$ cat src/rtl/regfile_pkg.sv
// Shared types and default sizes for the scoreboarded register file.
// Optional same-cycle writeback bypass is enabled by defining REGFILE_BYPASS_EN.
package regfile_pkg;

    typedef enum logic {
        CLEAR = 1'b0,
        RUN   = 1'b1
    } state_t;

    localparam int DEF_DW = 8;
    localparam int DEF_AW = 3;

endpackage

$ cat src/rtl/regfile_clear_seq.sv
// Clear sequencer: sweeps one register index per cycle after reset or clear_req,
// then holds RUN until the next clear request.
module regfile_clear_seq
    import regfile_pkg::*;
#(
    parameter int AW = DEF_AW
) (
    input  logic          clock,
    input  logic          reset_n,
    input  logic          clear_req,
    output logic          ready,
    output logic          clr_we,
    output logic [AW-1:0] clr_idx,
    output state_t        state
);

    localparam logic [AW-1:0] LAST_IDX = '1;

    always_ff @(posedge clock or negedge reset_n) begin
        if (!reset_n) begin
            state   <= CLEAR;
            clr_idx <= '0;
            ready   <= 1'b0;
        end else begin
            case (state)
                CLEAR: begin
                    // A repeated request restarts the sweep so every index is zeroed again.
                    if (clear_req) begin
                        clr_idx <= '0;
                    end else if (clr_idx == LAST_IDX) begin
                        state   <= RUN;
                        ready   <= 1'b1;
                        clr_idx <= '0;
                    end else begin
                        clr_idx <= clr_idx + 1'b1;
                    end
                end
                RUN: begin
                    if (clear_req) begin
                        state   <= CLEAR;
                        ready   <= 1'b0;
                        clr_idx <= '0;
                    end
                end
                default: begin
                    state   <= CLEAR;
                    ready   <= 1'b0;
                    clr_idx <= '0;
                end
            endcase
        end
    end

    assign clr_we = (state == CLEAR);

endmodule

$ cat src/rtl/reg_file_sb.sv
// Two-read register file with a per-register busy scoreboard and a clearing sweep.
// Define REGFILE_BYPASS_EN to forward same-cycle writeback data to the read ports.
module reg_file_sb
    import regfile_pkg::*;
#(
    parameter int DW      = DEF_DW,
    parameter int AW      = DEF_AW,
    parameter bit R0_ZERO = 1'b0
) (
    input  logic          clock,
    input  logic          reset_n,
    input  logic          clear_req,
    input  logic [AW-1:0] rd_addr_a,
    input  logic [AW-1:0] rd_addr_b,
    input  logic          imm_sel,
    input  logic [DW-1:0] imm_value,
    output logic [DW-1:0] rd_data_a,
    output logic [DW-1:0] rd_data_b,
    input  logic          issue_valid,
    input  logic [AW-1:0] issue_addr,
    input  logic          wb_valid,
    input  logic [AW-1:0] wb_addr,
    input  logic [DW-1:0] wb_data,
    output logic          busy_a,
    output logic          busy_b,
    output logic          stall,
    output logic          ready,
    output state_t        fsm_state
);

    localparam int DEPTH = 1 << AW;

    logic [DW-1:0]    regs [DEPTH];
    logic [DEPTH-1:0] busy;
    logic             clr_we;
    logic [AW-1:0]    clr_idx;
    logic             wb_ok;
    logic             issue_ok;
    logic [DW-1:0]    stored_a, stored_b, data_a, data_b;
    logic             bsy_a, bsy_b;

    regfile_clear_seq #(.AW(AW)) u_clear_seq (
        .clock    (clock),
        .reset_n  (reset_n),
        .clear_req(clear_req),
        .ready    (ready),
        .clr_we   (clr_we),
        .clr_idx  (clr_idx),
        .state    (fsm_state)
    );

    // issue_valid and wb_valid are single-cycle strobes taken at the edge only while
    // ready=1; there is no backpressure, stall only tells the consumer read data is unusable.
    assign wb_ok    = ready && wb_valid && !(R0_ZERO && (wb_addr == '0));
    assign issue_ok = ready && issue_valid && !(R0_ZERO && (issue_addr == '0));

    always_ff @(posedge clock) begin
        if (clr_we) begin
            regs[clr_idx] <= '0;
        end else if (wb_ok) begin
            regs[wb_addr] <= wb_data;
        end
    end

    always_ff @(posedge clock or negedge reset_n) begin
        if (!reset_n) begin
            busy <= '0;
        end else if (!ready || clear_req) begin
            busy <= '0;
        end else begin
            if (wb_ok) begin
                busy[wb_addr] <= 1'b0;
            end
            // Issue after writeback so a same-address pair leaves the register busy.
            if (issue_ok) begin
                busy[issue_addr] <= 1'b1;
            end
        end
    end

    always_comb begin
        stored_a = (R0_ZERO && (rd_addr_a == '0)) ? '0 : regs[rd_addr_a];
        stored_b = (R0_ZERO && (rd_addr_b == '0)) ? '0 : regs[rd_addr_b];
`ifdef REGFILE_BYPASS_EN
        data_a = stored_a;
        bsy_a  = busy[rd_addr_a];
        if (wb_ok && (wb_addr == rd_addr_a)) begin
            data_a = wb_data;
            bsy_a  = issue_ok && (issue_addr == rd_addr_a);
        end
        data_b = stored_b;
        bsy_b  = busy[rd_addr_b];
        if (wb_ok && (wb_addr == rd_addr_b)) begin
            data_b = wb_data;
            bsy_b  = issue_ok && (issue_addr == rd_addr_b);
        end
`else
        data_a = stored_a;
        bsy_a  = busy[rd_addr_a];
        data_b = stored_b;
        bsy_b  = busy[rd_addr_b];
`endif
    end

    assign rd_data_a = data_a;
    assign rd_data_b = imm_sel ? imm_value : data_b;
    assign busy_a    = bsy_a;
    assign busy_b    = bsy_b & ~imm_sel;
    assign stall     = ~ready | busy_a | busy_b;

endmodule

$ cat config.mk
export PLATFORM = sky130hd
export DESIGN_NAME = reg_file_sb
export DESIGN_NICKNAME = d
export VERILOG_FILES = /design/src/rtl/regfile_pkg.sv /design/src/rtl/regfile_clear_seq.sv /design/src/rtl/reg_file_sb.sv
export SDC_FILE = /design/constraint.sdc
export NUM_CORES = 1
export LEC_CHECK = 0
export BUFFER_PORTS_ARGS = -buffer_cell sky130_fd_sc_hd__buf_2
export CORE_AREA = 5 5 100 102
export DETAILED_ROUTE_END_ITERATION = 7
export DIE_AREA = 0 0 105 107
export SYNTH_ARGS = -nofsm -noshare
export SYNTH_HDL_FRONTEND = slang
export SYNTH_SLANG_ARGS = --single-unit
$ cat constraint.sdc
create_clock -name clock -period 2.9 [get_ports clock]
set_input_delay 0.145 -clock clock [delete_from_list [all_inputs] [get_ports clock]]
set_output_delay 0.145 -clock clock [all_outputs]
set_load 0.05 [all_outputs]
### After elaboration in Yosys (flattened, before gate mapping)

Memory sizes are Yosys's and may differ from the RTL's.
Index checks and enable logic that the tools add are counted.

* bits in latches: 0
* memories: 1
* bits in writable memories: 64
* input port bits: 34
* memory bits (read-only): 0
* flip-flop bits (word level): 13
* logic and storage cells: 65

Memory list
* regs: words 8, width 8, rd ports 2, clocked after Yosys merged registers in 0, wr ports 1, line reg_file_sb.sv:33 `logic [DW-1:0] regs [DEPTH];`

* shifts and indexed selects: 0
* divide/modulo/power cells: 0
* add/sub/neg operators: 1
* magnitude comparators: 6
* multiplexer cells: 32
* multipliers: 0
* bitwise logic cells: 9
* reduce and logical (&&, ||, !) cells: 8
* equality and inequality tests: 4

Operators by type and width (count)
* 8-bit 2-to-1 mux: 6
* 3-bit by 4-bit < comparator with 1-bit output (second input constant): 4
* 1-bit 2-to-1 mux: 15
* 3-bit 2-to-1 mux: 4
* 8-bit bitwise AND: 1
* 8-bit inverter: 1
* 8-bit bitwise OR: 1
* 8-bit OR reduction: 1
* 1-bit binary-select mux with 3-bit select: 2
* 1-bit demux with 3-bit select: 2
* 3-bit by 1-bit >= comparator with 1-bit output (second input constant): 2
* 3-bit case mux with 2 select lines: 1
* 1-bit logical AND: 4
* 2-bit inequality test (second input constant): 2
* 1-bit case mux with 2 select lines: 2
* 3-bit by 1-bit adder with 3-bit output (second input constant): 1
* 3-bit equality test (second input constant): 1
* 1-bit inverter: 3
* 3-bit AND reduction: 1
* 2-bit by 1-bit inequality test with 1-bit output (second input constant): 1
* 1-bit bitwise OR: 2
* 1-bit bitwise AND: 1
* 1-bit logical NOT: 1
* 1-bit logical OR: 1

### Logic depth before layout (Yosys ltp)

* depth after elaboration: 11
* gate-level depth with buffers: 5
* depth with buffers taken out: 4

### By module

From an unflattened synthesis, not the netlist that was laid out.

* cells, all modules: 248
* area, all modules: 4001.3 sq um

By module, submodules not included
* reg_file_sb: cells each 226, area each 3762.4 sq um, sequential area each 2122.0 sq um, times used 1
* regfile_clear_seq: cells each 22, area each 239.0 sq um, sequential area each 125.1 sq um, times used 1

### Worst setup path after synthesis

No wires, ideal clock.

* kind: input -> output
* start: in rd_addr_b[2]
* end: out stall
* buffers on the path: 1
* required time: 2.755 ns
* path slack: 0.227 ns
* stages: 4
* data arrival time: 2.528 ns
* path through: buf_2 -> mux2i_1 -> a31o_2 -> o311ai_0

* longest elaborated chain between the ends: 4

RTL lines
* from (decl): line reg_file_sb.sv:14 `input logic [AW-1:0] rd_addr_b,`
* 1-bit binary-select mux with 3-bit select: line reg_file_sb.sv:101 `bsy_b = busy[rd_addr_b];`
* 1-bit 2-to-1 mux (not written as such): line reg_file_sb.sv:101
* 1-bit bitwise AND: line reg_file_sb.sv:108 `assign busy_b = bsy_b & ~imm_sel;`
* 1-bit bitwise OR: line reg_file_sb.sv:109 `assign stall = ~ready | busy_a | busy_b;`
* to (decl): line reg_file_sb.sv:26 `output logic stall,`

Every way passes these cells. The select of a mux whose other input is x is not followed.

### Worst setup path after layout

* start: reg u_clear_seq.ready
* end: mem regs[0][4] (netlist bit), enable pin

* longest elaborated chain between the ends: 6
* elaborated cells between the ends (all ways): 7

RTL lines
* from (decl): line regfile_clear_seq.sv:11 `output logic ready,`
* from (signal assigned): line regfile_clear_seq.sv:23 `ready <= 1'b0;`
* from (signal assigned): line regfile_clear_seq.sv:32 `ready <= 1'b1;`
* from (signal assigned): line regfile_clear_seq.sv:41 `ready <= 1'b0;`
* 1-bit logical AND *: line reg_file_sb.sv:54 `assign wb_ok = ready && wb_valid && !(R0_ZERO && (wb_addr == '0));`
* 1-bit 2-to-1 mux *: line reg_file_sb.sv:60 `end else if (wb_ok) begin`
* 1-bit 2-to-1 mux *: line reg_file_sb.sv:58 `if (clr_we) begin`
* 1-bit 2-to-1 mux (not written as such) *: line reg_file_sb.sv:61 `regs[wb_addr] <= wb_data;`
* 8-bit OR reduction (no line)
* 3-bit 2-to-1 mux (no line) / 1-bit 2-to-1 mux (equally long branches)
* to (decl): line reg_file_sb.sv:33

Every way passes the cells marked *; elsewhere a longest branch is shown, timed or not.

==> reports/results.ini <==
[run_status]
status = finished clean

[clock_network]
cts_setup_buffers = 0
clock_sinks = 77
cts_root_buf = clkbuf_8
path_clk_slew_ns = 0.09
clk_latency_ns = 0.34
post_cts_resized = 0
htree_levels = 3
cts_hold_buffers = 1
cts_buffer_depth = 2
cts_buffers = 9
cts_tree = done

[route]
drtIter0Drc = 114
drc = 0
drt.antenna.violating_nets = 0
vias = 2406
wire_per_inst_um = 20.65
dr.pass1.iters = 4
wl_um = 8737
via_per_inst = 5.688

[layout]
antennaDiodeCount = 0
fillers = 779
final_cell_mix = edfxtp_1, buf_2, mux4_1, nor2_1
final_util_pct = 50.18
multi_input_area_um2 = 1578
instances_no_fill = 423
final_area_um2 = 4527
final_common_cell = edfxtp_1
final_nets = 343
regArea_um2 = 2247
drive_gt1_share_pct = 34.29
syn2layout_area_growth_pct = 14.53

[yosys]
synth_seq_cells = 77
ys_seq_area_share_pct = 56.85
synth.distinct_cells = 34
netlist.area_leader.share_pct = 48.62
synth_nets = 282
avgSynthCellArea_um2 = 16.07
ys_warn_count = 0
yosys.area.top_type = edfxtp_1
syn-cell-area_um2 = 3953
synthTopCellsByArea = edfxtp_1, mux4_1, mux4_2
synthCells = 246

[sta]
drv_slew = 0
worst_slew_pin_slew_ns = 0.9740
slew_headroom_pct = 34.82
clock.fmax_mhz = 453.0
timing.final.crit_share_pct = 76.12
finalSetupTns_ns = 0
period_minus_slack_ns = 2.207
setup_viol = 0
final-hold-violation-count = 0
rsz0062_at_grt = no
finalWorstSetupSlack_ns = 0.6925
skew_ns = 0.01235

[placement]
place_ws_ns = 0.7176
placedCellCount = 406
place_area_um2 = 4335
numPortBuffers = 54
post-dp-hpwl_um = 6434
routabilityCongestion = 0.8001

[die]
die_area_um2 = 11240
rows = 35
core_um2 = 9021
chipWidth_um = 105
io_pins = 55
die-height_um = 107
start_util_pct = 43.81

[global_route]
grt_pass1_vias = 2507
grt_use_total_pct = 16.25
grt_overflow_total = 0
antenna_found_initial = 0
grt_pass1_wl_um = 13820
grt_max_degree = 21

[pwr]
power_density_nw_per_um2 = 530.8
comb_power_share_pct = 16.5
p_switching_uw = 685.0
pwr-share-clk_pct = 30.6
switching_share_pct = 28.51
intPower_uw = 1718
seqPwrFrac_pct = 52.9
ir_worst_vdd_v = 0.0004123
p_leak_uw = 0.001793

[critical_path]
crit_required_ns = 2.86
end_kind = flip-flop
crit_path_max_fanout = 11
path_class = flip-flop to flip-flop
crit_arrival_ns = 2.17
crit_path_start_kind = flip-flop
rr_worst_depth = 3

[run]
maxCapViolCount = 0

[min_path]
min_path_type = input pin to flip-flop
worstHoldPathCells = 2

## state kept, by name, indices dropped and copies added (netlist names)
signal and flops:
u_clear_seq.state 1, regs 64, u_clear_seq.clr_idx 3, u_clear_seq.ready 1
busy 8
## cells in the mapped netlist
cell and n:
o31ai_1 2, nand4_1 1, buf_2 6, ha_1 2
o311ai_0 1, mux2_2 11, buf_8 1, and3b_1 1
buf_6 3, a21oi_1 9, edfxtp_1 64, nand3_1 1
nand3b_1 1, inv_1 9, dfrtp_1 13, a2111oi_0 1
nor2b_1 7, a31o_2 1, a222oi_1 5, a41oi_1 1
and2_1 8, nor2_1 18, and3_1 2, nor3_1 2
o21ai_0 7, a22oi_1 3, a21o_1 1, mux4_2 15
clkbuf_1 4, mux4_1 20, or2_2 1, nand2b_1 5
mux2i_1 5, nand2_1 15
## worst paths after layout
path                                    from  slack [ns]                     end
max                        u_clear_seq.ready        0.69              regs[0][4]
min                                clear_req        0.02  u_clear_seq.clr_idx[0]
max reg2reg                u_clear_seq.ready        0.69              regs[0][4]
min reg2reg                          busy[0]        0.58                 busy[0]
max in group asynchronous            reset_n        2.44                 busy[4]
min in group asynchronous            reset_n        0.21                 busy[7]
## stage by stage
step	hold WS (ns)	power, µW
finish	0.01507	2403
global route	0.02371	2504
CTS	0.01232	2420
detailed placement	0.05357	1697
global placement	0.05053	1691
floorplan	-0.1506	1580
## cells by family (layout without fill, tap and decap cells)
logic type	Yosys count	in the layout	synth area share [%]
compound gates	31	31	5.318
fa+ha+maj	2	2	0.6330
buf+inv	23	89	3.229
flops	77	77	56.85
mux	51	51	26.24
simple gates	62	62	7.724
## layout make-up
class                   instances  share of cell area, %
clock buffers                   9                  2.736
clock inverters                 7                  1.271
inverters                       9                 0.7463
multi-input cells             146                  34.85
flip-flops and latches         77                  49.64
well taps                     111                  3.068
repair buffers                 64                  7.684
## power by group through the flow
stage	clock network (µW)	logic, µW	registers (µW)
finish	736	397	1270
global placement	0	397	1290
detailed placement	0	401	1300
CTS	746	403	1270
floorplan	0	295	1280
global route	800	427	1280
## per-layer routing
metal  share of wire [%]  track usage [%]  up-vias
met3                 5.0            3.131        8
met4                 1.2            4.932        0
li1                    -                -     1119
met5                   0                0        -
met1                  45            22.29     1212
met2                  49            26.35       67
## worst max-delay path: stages (launching register included)
cell and delay [ns]:
dfrtp_1 0.54, and3_1 0.39, mux2i_1 0.15, nor2_1 0.75
Note: power is estimated with default switching activity, not from simulation.
